===== src/rtl/mem_ctrl_pkg.sv =====
// Shared types and constants for the byte-serial RAM port sequencer.
package mem_ctrl_pkg;

  typedef enum logic [1:0] {
    MC_IDLE = 2'd0,
    MC_RD   = 2'd1,
    MC_WR   = 2'd2,
    MC_DONE = 2'd3
  } mc_state_t;

  typedef enum logic {
    OWN_IF  = 1'b0,
    OWN_MEM = 1'b1
  } owner_t;

  localparam logic        RST_ENABLE = 1'b0;
  localparam logic        WRITE_ENABLE = 1'b1;
  localparam logic        CHIP_ENABLE  = 1'b1;
  localparam logic [31:0] ZERO_WORD  = 32'h0000_0000;

  // Granted request, word-aligned base kept without its always-zero low bits.
  typedef struct packed {
    owner_t      owner;
    logic        we;
    logic [29:0] word;
    logic [3:0]  sel;
    logic [31:0] wdata;
  } req_t;

  function automatic logic [2:0] popcount4(input logic [3:0] v);
    return 3'(v[0]) + 3'(v[1]) + 3'(v[2]) + 3'(v[3]);
  endfunction

endpackage


===== src/rtl/mem_lane_sel.sv =====
// Picks the next byte lane to visit: highest selected lane not yet visited.
module mem_lane_sel (
  input  logic [3:0] sel,
  input  logic [3:0] visited,
  output logic [1:0] lane,
  output logic       any,
  output logic       last
);

  logic [3:0] pending;

  always_comb begin
    pending = sel & ~visited;
    lane    = 2'd0;
    any     = 1'b0;
    // Ascending scan so the highest pending lane is the one left standing.
    for (int i = 0; i < 4; i++) begin
      if (pending[i]) begin
        lane = 2'(i);
        any  = 1'b1;
      end
    end
    last = any && ((pending & ~(4'b0001 << lane)) == 4'b0000);
  end

endmodule


===== src/rtl/mem_ctrl.sv =====
// Shares one byte-wide RAM port between IF and MEM (MEM first, no preemption), serialising words into bytes.
// Reads issue one address per cycle and complete RD_LAT cycles after the last; done/data are registered pulses.
module mem_ctrl
  import mem_ctrl_pkg::*;
#(
  parameter int RD_LAT = 1
) (
  input  logic        clk,
  input  logic        rst,
  input  logic        if_req_i,
  input  logic [31:0] if_addr_i,
  output logic [31:0] if_data_o,
  output logic        if_done_o,
  input  logic        mem_ce_i,
  input  logic        mem_we_i,
  input  logic [31:0] mem_addr_i,
  input  logic [3:0]  mem_sel_i,
  input  logic [31:0] mem_data_i,
  output logic [31:0] mem_data_o,
  output logic        mem_done_o,
  output logic [31:0] ram_addr_o,
  output logic        ram_we_o,
  output logic [7:0]  ram_dout_o,
  input  logic [7:0]  ram_din_i,
  output logic        stall_req_o
);

  mc_state_t   state, state_nxt;
  req_t        req_in, cur;
  owner_t      grant_owner;
  logic [3:0]  visited;
  logic [2:0]  cap_cnt;
  logic        pipe_vld  [RD_LAT];
  logic [1:0]  pipe_lane [RD_LAT];
  logic [31:0] asm_q, asm_nxt;
  logic [1:0]  lane;
  logic        lane_any, lane_last;
  logic        issue, capture, cap_last, fin;
  logic [31:0] if_data_q, mem_data_q;
  logic        if_done_q, mem_done_q;
  logic        unused_addr_bits;

  assign unused_addr_bits = ^{if_addr_i[1:0], mem_addr_i[1:0]};

  mem_lane_sel u_lane_sel (
    .sel     (cur.sel),
    .visited (visited),
    .lane    (lane),
    .any     (lane_any),
    .last    (lane_last)
  );

  always_comb begin
    req_in = '0;
    if (mem_ce_i) begin
      req_in.owner = OWN_MEM;
      req_in.we    = mem_we_i;
      req_in.word  = mem_addr_i[31:2];
      req_in.sel   = mem_sel_i;
      req_in.wdata = mem_data_i;
    end else begin
      req_in.owner = OWN_IF;
      req_in.word  = if_addr_i[31:2];
      req_in.sel   = 4'b1111;
    end
  end

  always_comb begin
    issue       = lane_any && (state == MC_RD || state == MC_WR);
    capture     = pipe_vld[RD_LAT-1];
    cap_last    = capture && ((cap_cnt + 3'd1) == popcount4(cur.sel));
    asm_nxt     = asm_q;
    if (capture) asm_nxt[{pipe_lane[RD_LAT-1], 3'b000} +: 8] = ram_din_i;
    grant_owner = (state == MC_IDLE) ? req_in.owner : cur.owner;
    state_nxt   = state;
    case (state)
      MC_IDLE: begin
        if (mem_ce_i || if_req_i) begin
          if (req_in.sel == 4'b0000) state_nxt = MC_DONE;
          else if (req_in.we)        state_nxt = MC_WR;
          else                       state_nxt = MC_RD;
        end
      end
      MC_RD:   if (cap_last)  state_nxt = MC_DONE;
      MC_WR:   if (lane_last) state_nxt = MC_DONE;
      default: state_nxt = MC_IDLE;
    endcase
    fin = (state != MC_DONE) && (state_nxt == MC_DONE);
  end

  // Lane i carries data[8i+7:8i] and lives at byte offset 3-i of the word.
  assign ram_addr_o  = issue ? {cur.word, 2'd3 - lane} : ZERO_WORD;
  assign ram_we_o    = issue && (state == MC_WR);
  assign ram_dout_o  = ram_we_o ? cur.wdata[{lane, 3'b000} +: 8] : 8'h00;
  assign if_data_o   = if_data_q;
  assign if_done_o   = if_done_q;
  assign mem_data_o  = mem_data_q;
  assign mem_done_o  = mem_done_q;
  assign stall_req_o = (mem_ce_i & ~mem_done_o) | (if_req_i & ~if_done_o);

  always_ff @(posedge clk) begin
    if (rst == RST_ENABLE) begin
      state      <= MC_IDLE;
      cur        <= '0;
      visited    <= 4'b0000;
      cap_cnt    <= 3'd0;
      asm_q      <= ZERO_WORD;
      if_data_q  <= ZERO_WORD;
      mem_data_q <= ZERO_WORD;
      if_done_q  <= 1'b0;
      mem_done_q <= 1'b0;
      for (int i = 0; i < RD_LAT; i++) begin
        pipe_vld[i]  <= 1'b0;
        pipe_lane[i] <= 2'd0;
      end
    end else begin
      state <= state_nxt;
      if (state == MC_IDLE) cur <= req_in;
      if (issue)                                  visited <= visited | (4'b0001 << lane);
      else if (!(state == MC_RD || state == MC_WR)) visited <= 4'b0000;
      cap_cnt      <= (state == MC_RD) ? cap_cnt + {2'b00, capture} : 3'd0;
      asm_q        <= (state == MC_RD) ? asm_nxt : ZERO_WORD;
      pipe_vld[0]  <= issue && (state == MC_RD);
      pipe_lane[0] <= lane;
      for (int i = 1; i < RD_LAT; i++) begin
        pipe_vld[i]  <= pipe_vld[i-1];
        pipe_lane[i] <= pipe_lane[i-1];
      end
      if_done_q  <= fin && (grant_owner == OWN_IF);
      mem_done_q <= fin && (grant_owner == OWN_MEM);
      if_data_q  <= (fin && (grant_owner == OWN_IF))  ? asm_nxt : ZERO_WORD;
      mem_data_q <= (fin && (grant_owner == OWN_MEM)) ? asm_nxt : ZERO_WORD;
    end
  end

endmodule


===== config.mk =====
export PLATFORM = sky130hd
export DESIGN_NAME = mem_ctrl
export DESIGN_NICKNAME = d
export VERILOG_FILES = /design/src/rtl/mem_ctrl_pkg.sv /design/src/rtl/mem_lane_sel.sv /design/src/rtl/mem_ctrl.sv
export SDC_FILE = /design/constraint.sdc
export NUM_CORES = 1
export LEC_CHECK = 0
export BUFFER_PORTS_ARGS = -buffer_cell sky130_fd_sc_hd__buf_2
export CAP_MARGIN = 40
export CORE_ASPECT_RATIO = 1.2
export CORE_UTILIZATION = 56
export DETAILED_ROUTE_END_ITERATION = 10
export PLACE_DENSITY = 0.86
export RECOVER_POWER = 50
export SYNTH_ARGS = -nofsm -noshare
export SYNTH_HDL_FRONTEND = slang
export SYNTH_SLANG_ARGS = --single-unit

===== constraint.sdc =====
create_clock -name clk -period 7.1 [get_ports clk]
set_input_delay 1.065 -clock clk [delete_from_list [all_inputs] [get_ports clk]]
set_output_delay 1.065 -clock clk [all_outputs]
set_load 0.02 [all_outputs]

==> impl_metrics.yaml, run 1 <==
clock_network:
  holdBufCountCts: 0
  clk_latency_ps: 430
  clock-root-buffer: "clkbuf_16"
  cts-buffers-inserted: 17
  postCtsSetupBuffers: 0
  clkTransAtPathRegs_ps: 70
  htree_num_levels: 4
  cts_tree: "yes"
  cts_resized: 0
  clock_path_buffers: 2
  cts_sinks: 177
pwr:
  total_power_w: 0.00313
  p_leak_nw: 4.03
  powerDensity_nw_per_um2: 342
  vdd_drop_max_mv: 0.223
logic_synthesis:
  async_reset_ff_share_pct: 0
  syn-instance-count: 785
  synth_flop_cell: "dfxtp_1"
  synth-simple-area-share_pct: 19.3
  ys_warn_count: 0
  seq_area_frac_synth_pct: 47.6
  synth_fa_ha_area_share_pct: 2.79
  synth_edf_count: 0
  synthMuxAreaShare_pct: 4.04
  synth_top_family_by_area: "compound AO/OA/AOI/OAI gates"
  synth_cell_types: 44
  synth_xor_area_share_pct: 0.707
  syn_nets: 914
  ys_seq_elements: 177
  synthesis.area_um2: 7440
  syn_avg_cell_area_um2: 9.47
  synth_compound_area_share_pct: 20.6
floorplan:
  core_um2: 12800
  die_y_um: 128
  ios: 221
  placementRows: 45
  die_w_um: 107
  start_util_pct: 58.2
  design.die.area_um2: 13700
finish:
  area_delta_synth_final_pct: 22.9
  postLayoutCoreUtil_pct: 71.5
  nets: 1089
  layout.cells.non_filler: 1137
  n_antenna_cell: 0
  final_common_cell: "dfxtp_1"
  design_area_um2: 9140
  final_cell_mix: "177 x dfxtp_1, 150 x buf_2, 70 x nor2b_1"
  layout-drive-gt1-share_pct: 23.7
worst_setup_path:
  ff2ff_path_depth: 11
  rrSetupSlack_ps: 3870
  start_kind: "input pin"
  critical_path_class: "input pin to flip-flop"
  r2r_start: "cur[32]"
  cp-end-kind: "flip-flop"
  cp_data_required_time_ps: 7450
  r2r-end: "mem_data_o[15]"
  cp_max_fo: 74
  worstPathArrival_ps: 4790
routing:
  route.vias.total: 6451
  drt_iter0_markers: 330
  ant_nets: 0
  route.detailed.drc: 0
  routedWlPerCell_um: 15.6
  first_pass_iters: 5
  viasPerCell: 5.67
  wirelength_um: 17700
timing:
  relSlewSlack_pct: -81.3
  worst_pin_slew_ps: 2720
  maxSlewViolCount: 75
  finalCriticalPeriod_ps: 4440
  max_freq_mhz: 225
  finalClockSkew_ps: 7.93
  tns_ps: 0
  period_share_pct: 62.5
  rsz0062_at_grt: "false"
  timing_hold_violations_final: 0
  setup_viol: 0
min_path:
  worstHoldStart: "visited[0]"
  hold_path_depth: 2
  hp-class: "flip-flop to flip-flop"
  min_to: "visited[0]"
run_status:
  violations: "max-capacitance violations, max-slew violations"
  outcome: "finished, violations left"
job:
  cap_violations: 1
global_routing:
  antenna_found_initial: 1
  first_global_vias: 6157
  grt_overflow: 0
  grt_max_degree: 75
  grt_pass1_wl_um: 29000
  grt_use_total_pct: 26.7
placement:
  gp_congestion: 0.797
  placedCellCount: 1105
  io_buffers: 216
  post_dp_cell_area_um2: 8590
  hpwl_um: 11900
## critical path, cell delays in order
cell,delay (ps)
buf_2,70
clkbuf_1,1920
nand2_1,790
clkbuf_1,620
nor2b_1,290
## worst max path at each step
stage | start | slack [ps] | cells after the start | end
2_1_floorplan | mem_ce_i | 4360 | 3 | stall_req_o
3_3_place_gp | visited[3] | 3280 | 6 | ram_dout_o[2]
3_5_place_dp | mem_ce_i | 3540 | 6 | if_data_o[30]
4_1_cts | cur[35] | 3510 | 6 | ram_dout_o[5]
5_1_grt | rst | 2130 | 5 | asm_q[6]
6_report | rst | 2660 | 5 | asm_q[6]
## power breakdown
group	internal [W]	switching (W)	total, W
clock network	0.000631	0.000390	0.00102
logic	0.000309	0.000641	0.000950
registers	0.00110	0.0000620	0.00116
total	0.00204	0.00109	0.00313
## kinds of logic (layout without fill, tap and decap cells)
family / after synthesis / in the layout
adder cells (fa/ha/maj): 16 / 16
flip-flops: 177 / 177
XOR/XNOR: 6 / 6
AND/OR/NAND/NOR: 275 / 275
AO/OA/AOI/OAI: 196 / 196
multiplexers: 30 / 30
buffers and inverters: 85 / 273
## final cells by class
class	count	area, µm²
inverters	13	48.8
well taps	164	205
clock inverters	10	173
fillers	1018	3640
flip-flops and latches	177	3540
clock buffers	22	484
repair buffers	228	1110
multi-input cells	523	3580
## stage by stage
stage	worst slack [ps]	hold slack, ps
2_1_floorplan	4360	428
3_3_place_gp	3280	436
3_5_place_dp	3540	444
4_1_cts	3510	459
5_1_grt	2130	491
6_report	2660	456
## routing by layer
layer | GRT usage (%) | vias to the layer above | routed length [µm]
met4 | 11.5 | 2 | 433
met1 | 30.1 | 3060 | 6880
met3 | 6.25 | 38 | 1040
met2 | 47.7 | 224 | 9340
li1 | - | 3127 | -
met5 | 0 | - | 14
## registers in the layout, summed over array words and instances (netlist names)
signal      cells
asm_q          32
pipe_lane       2
cur            67
state           2
if_done_o       1
cap_cnt         3
mem_done_o      1
pipe_vld        1
visited         4
mem_data_o     32
if_data_o      32
## cells in the mapped netlist (all sizes together), types with 2 or more instances
master  instances  area share (%)
a21o            2            0.20
a21oi          78             6.8
a22o           32             3.8
a22oi          32             3.2
a311oi          9             1.1
and2            3            0.25
and3           33             2.8
and4            2            0.24
buf            23             1.8
clkbuf         49             2.5
dfxtp         177              48
ha             15             2.5
inv            13            0.66
mux2i          30             4.0
nand2          60             3.0
nand2b          4            0.34
nand3          65             4.4
nor2           27             1.4
nor2b          70             5.9
nor3            4            0.27
o211a          31             4.2
o221a           3            0.45
o22ai           2            0.17
xnor2           5            0.59
Power figures use the tool's default switching activity.
==> run 2: changes to the inputs <==
- CORE_UTILIZATION: 56 -> 47
- PLACE_DENSITY: 0.86 -> 0.77
- clock period: 7.1 -> 3.9 ns (I/O delays scaled with it)
==> run 2 against run 1 <==
The flow still finishes with violations (max-capacitance violations, max-slew violations). Sequential power increased by 82%. Sequential share of layout area increased by 0.21 points. Count of clock-buffer cells in the layout decreased by 2. Cell count increased by 3.9%. Global-route usage decreased by 3.8 points. First-iteration DRC count increased by 32%. Critical path type is now flip-flop to output pin. Largest cell class unchanged. Highest routed layer is now met4.
==> impl_metrics.yaml, run 2 (synthesis gave the netlist of run 1 again) <==
global_routing:
  antenna_found_initial: 0
  grt_max_degree: 74
  grt_overflow: 0
  grt_use_total_pct: 22.9
  grt_pass1_wl_um: 29400
  first_global_vias: 6025
routing:
  ant_nets: 0
  drt_iter0_markers: 437
  viasPerCell: 5.30
  route.detailed.drc: 0
  routedWlPerCell_um: 15.0
  wirelength_um: 17700
  first_pass_iters: 4
  route.vias.total: 6254
finish:
  final_common_cell: "dfxtp_1"
  area_delta_synth_final_pct: 22.3
  n_antenna_cell: 0
  final_cell_mix: "177 x dfxtp_1, 150 x buf_2, 70 x nor2b_1, 70 x clkbuf_1, 65 x nand3_1"
  largest_reg_flops: 67
  layout-drive-gt1-share_pct: 23.4
  nets: 1090
  regMostFlops: "cur"
  layout.cells.non_filler: 1181
  design_area_um2: 9090
pwr:
  p_comb_share_pct: 30.9
  share_seq_of_total_power_pct: 38.5
  powerDensity_nw_per_um2: 602
  vdd_drop_max_mv: 0.326
  clkPwrFrac_pct: 30.6
  p_sw_share_pct: 36.1
  p_sw_w: 0.00198
  intPower_w: 0.00350
  p_leak_nw: 3.98
placement:
  gp_congestion: 0.813
  placedCellCount: 1150
  hpwl_um: 12000
  pre_cts_slack_ps: 1140
  post_dp_cell_area_um2: 8610
  io_buffers: 216
timing:
  maxSlewViolCount: 35
  timing_hold_violations_final: 0
  relSlewSlack_pct: -3.20
  tns_ps: 0
  setup_viol: 0
  period_share_pct: 82.3
  finalCriticalPeriod_ps: 3210
  finalClockSkew_ps: 6.49
  rsz0062_at_grt: "false"
  finalWorstSetupSlack_ps: 691
  finalHoldWorstSlack_ps: 423
  max_freq_mhz: 312
  worst_pin_slew_ps: 1550
clock_network:
  clock-root-buffer: "clkbuf_16"
  cts_resized: 0
  holdBufCountCts: 0
  clk_latency_ps: 420
  htree_num_levels: 4
  clock_path_buffers: 2
  cts_tree: "yes"
  postCtsSetupBuffers: 0
  cts-buffers-inserted: 17
  cts_sinks: 177
  clkTransAtPathRegs_ps: 70
worst_setup_path:
  cp_max_fo: 31
  ff2ff_path_depth: 10
  cp_data_required_time_ps: 3310
  rrSetupSlack_ps: 790
  critical_path_class: "flip-flop to output pin"
  start_kind: "flip-flop"
  worstPathArrival_ps: 2620
  cp-end-kind: "output pin"
floorplan:
  start_util_pct: 47.9
  design.die.area_um2: 16300
  ios: 221
  die_y_um: 140
  core_um2: 15500
  placementRows: 50
  die_w_um: 117
min_path:
  hp-class: "input pin to flip-flop"
  hold_path_depth: 3
run_status:
  outcome: "finished, violations left"
  violations: "max-capacitance violations, max-slew violations"
job:
  cap_violations: 1
## run 2: cell count changes in the layout (fill, tap and decap cells not counted), moves of 2 or more
cell / previous run / this run
bufinv_16: 4 / 2
clkinvlp_4: 2 / 5
clkbuf_8: 4 / 1
buf_4: 8 / 11
## run 2: final cells by class
cell class / instances / area (µm²)
fill: 1461 / 6420
multi-input combinational: 523 / 3570
sequential: 177 / 3540
timing repair buffer: 229 / 1090
clock buffer: 20 / 447
tap: 208 / 260
clock inverter: 11 / 131
inverter: 13 / 48.8
## run 2: path summary, 6_finish.rpt
check	start	to
max	cur[35]	ram_addr_o[1]
min	mem_data_i[18]	cur[18]
max reg2reg	state[1]	mem_data_o[7]
min reg2reg	cur[43]	cur[43]
## run 2: stage by stage
| stage | utilization (%) | power (W) |
|---|---|---|
| global route | 58.6 | 0.00579 |
| floorplan | - | 0.00340 |
| finish | 58.6 | 0.00547 |
| CTS | 59.2 | 0.00553 |
| global placement | 55.5 | 0.00382 |
| detailed placement | 55.5 | 0.00385 |
## run 2: layer usage
metal	share of wire [%]	wire length (µm)	global-route usage [%]	up-vias
met3	5.9	1050	6.49	31
met4	2.3	401	7.59	0
met2	50	8900	39.3	196
met5	0	0	0	-
li1	-	-	-	3126
met1	42	7370	27.0	2901
## run 2: power by group through the flow
stage	combinational (W)	sequential (W)	clock, W
5_1_grt	0.00187	0.00213	0.00179
4_1_cts	0.00171	0.00211	0.00171
3_5_place_dp	0.00171	0.00214	0
2_1_floorplan	0.00128	0.00212	0
3_3_place_gp	0.00168	0.00214	0
6_report	0.00169	0.00211	0.00167
## run 2: critical path, stage by stage, from the launching register on
cell and delay (ps):
dfxtp_1 370, and2b_1 640, nor2_1 210, nand3_1 150, buf_4 290, nand2_1 160, nor3_1 180, buf_2 200
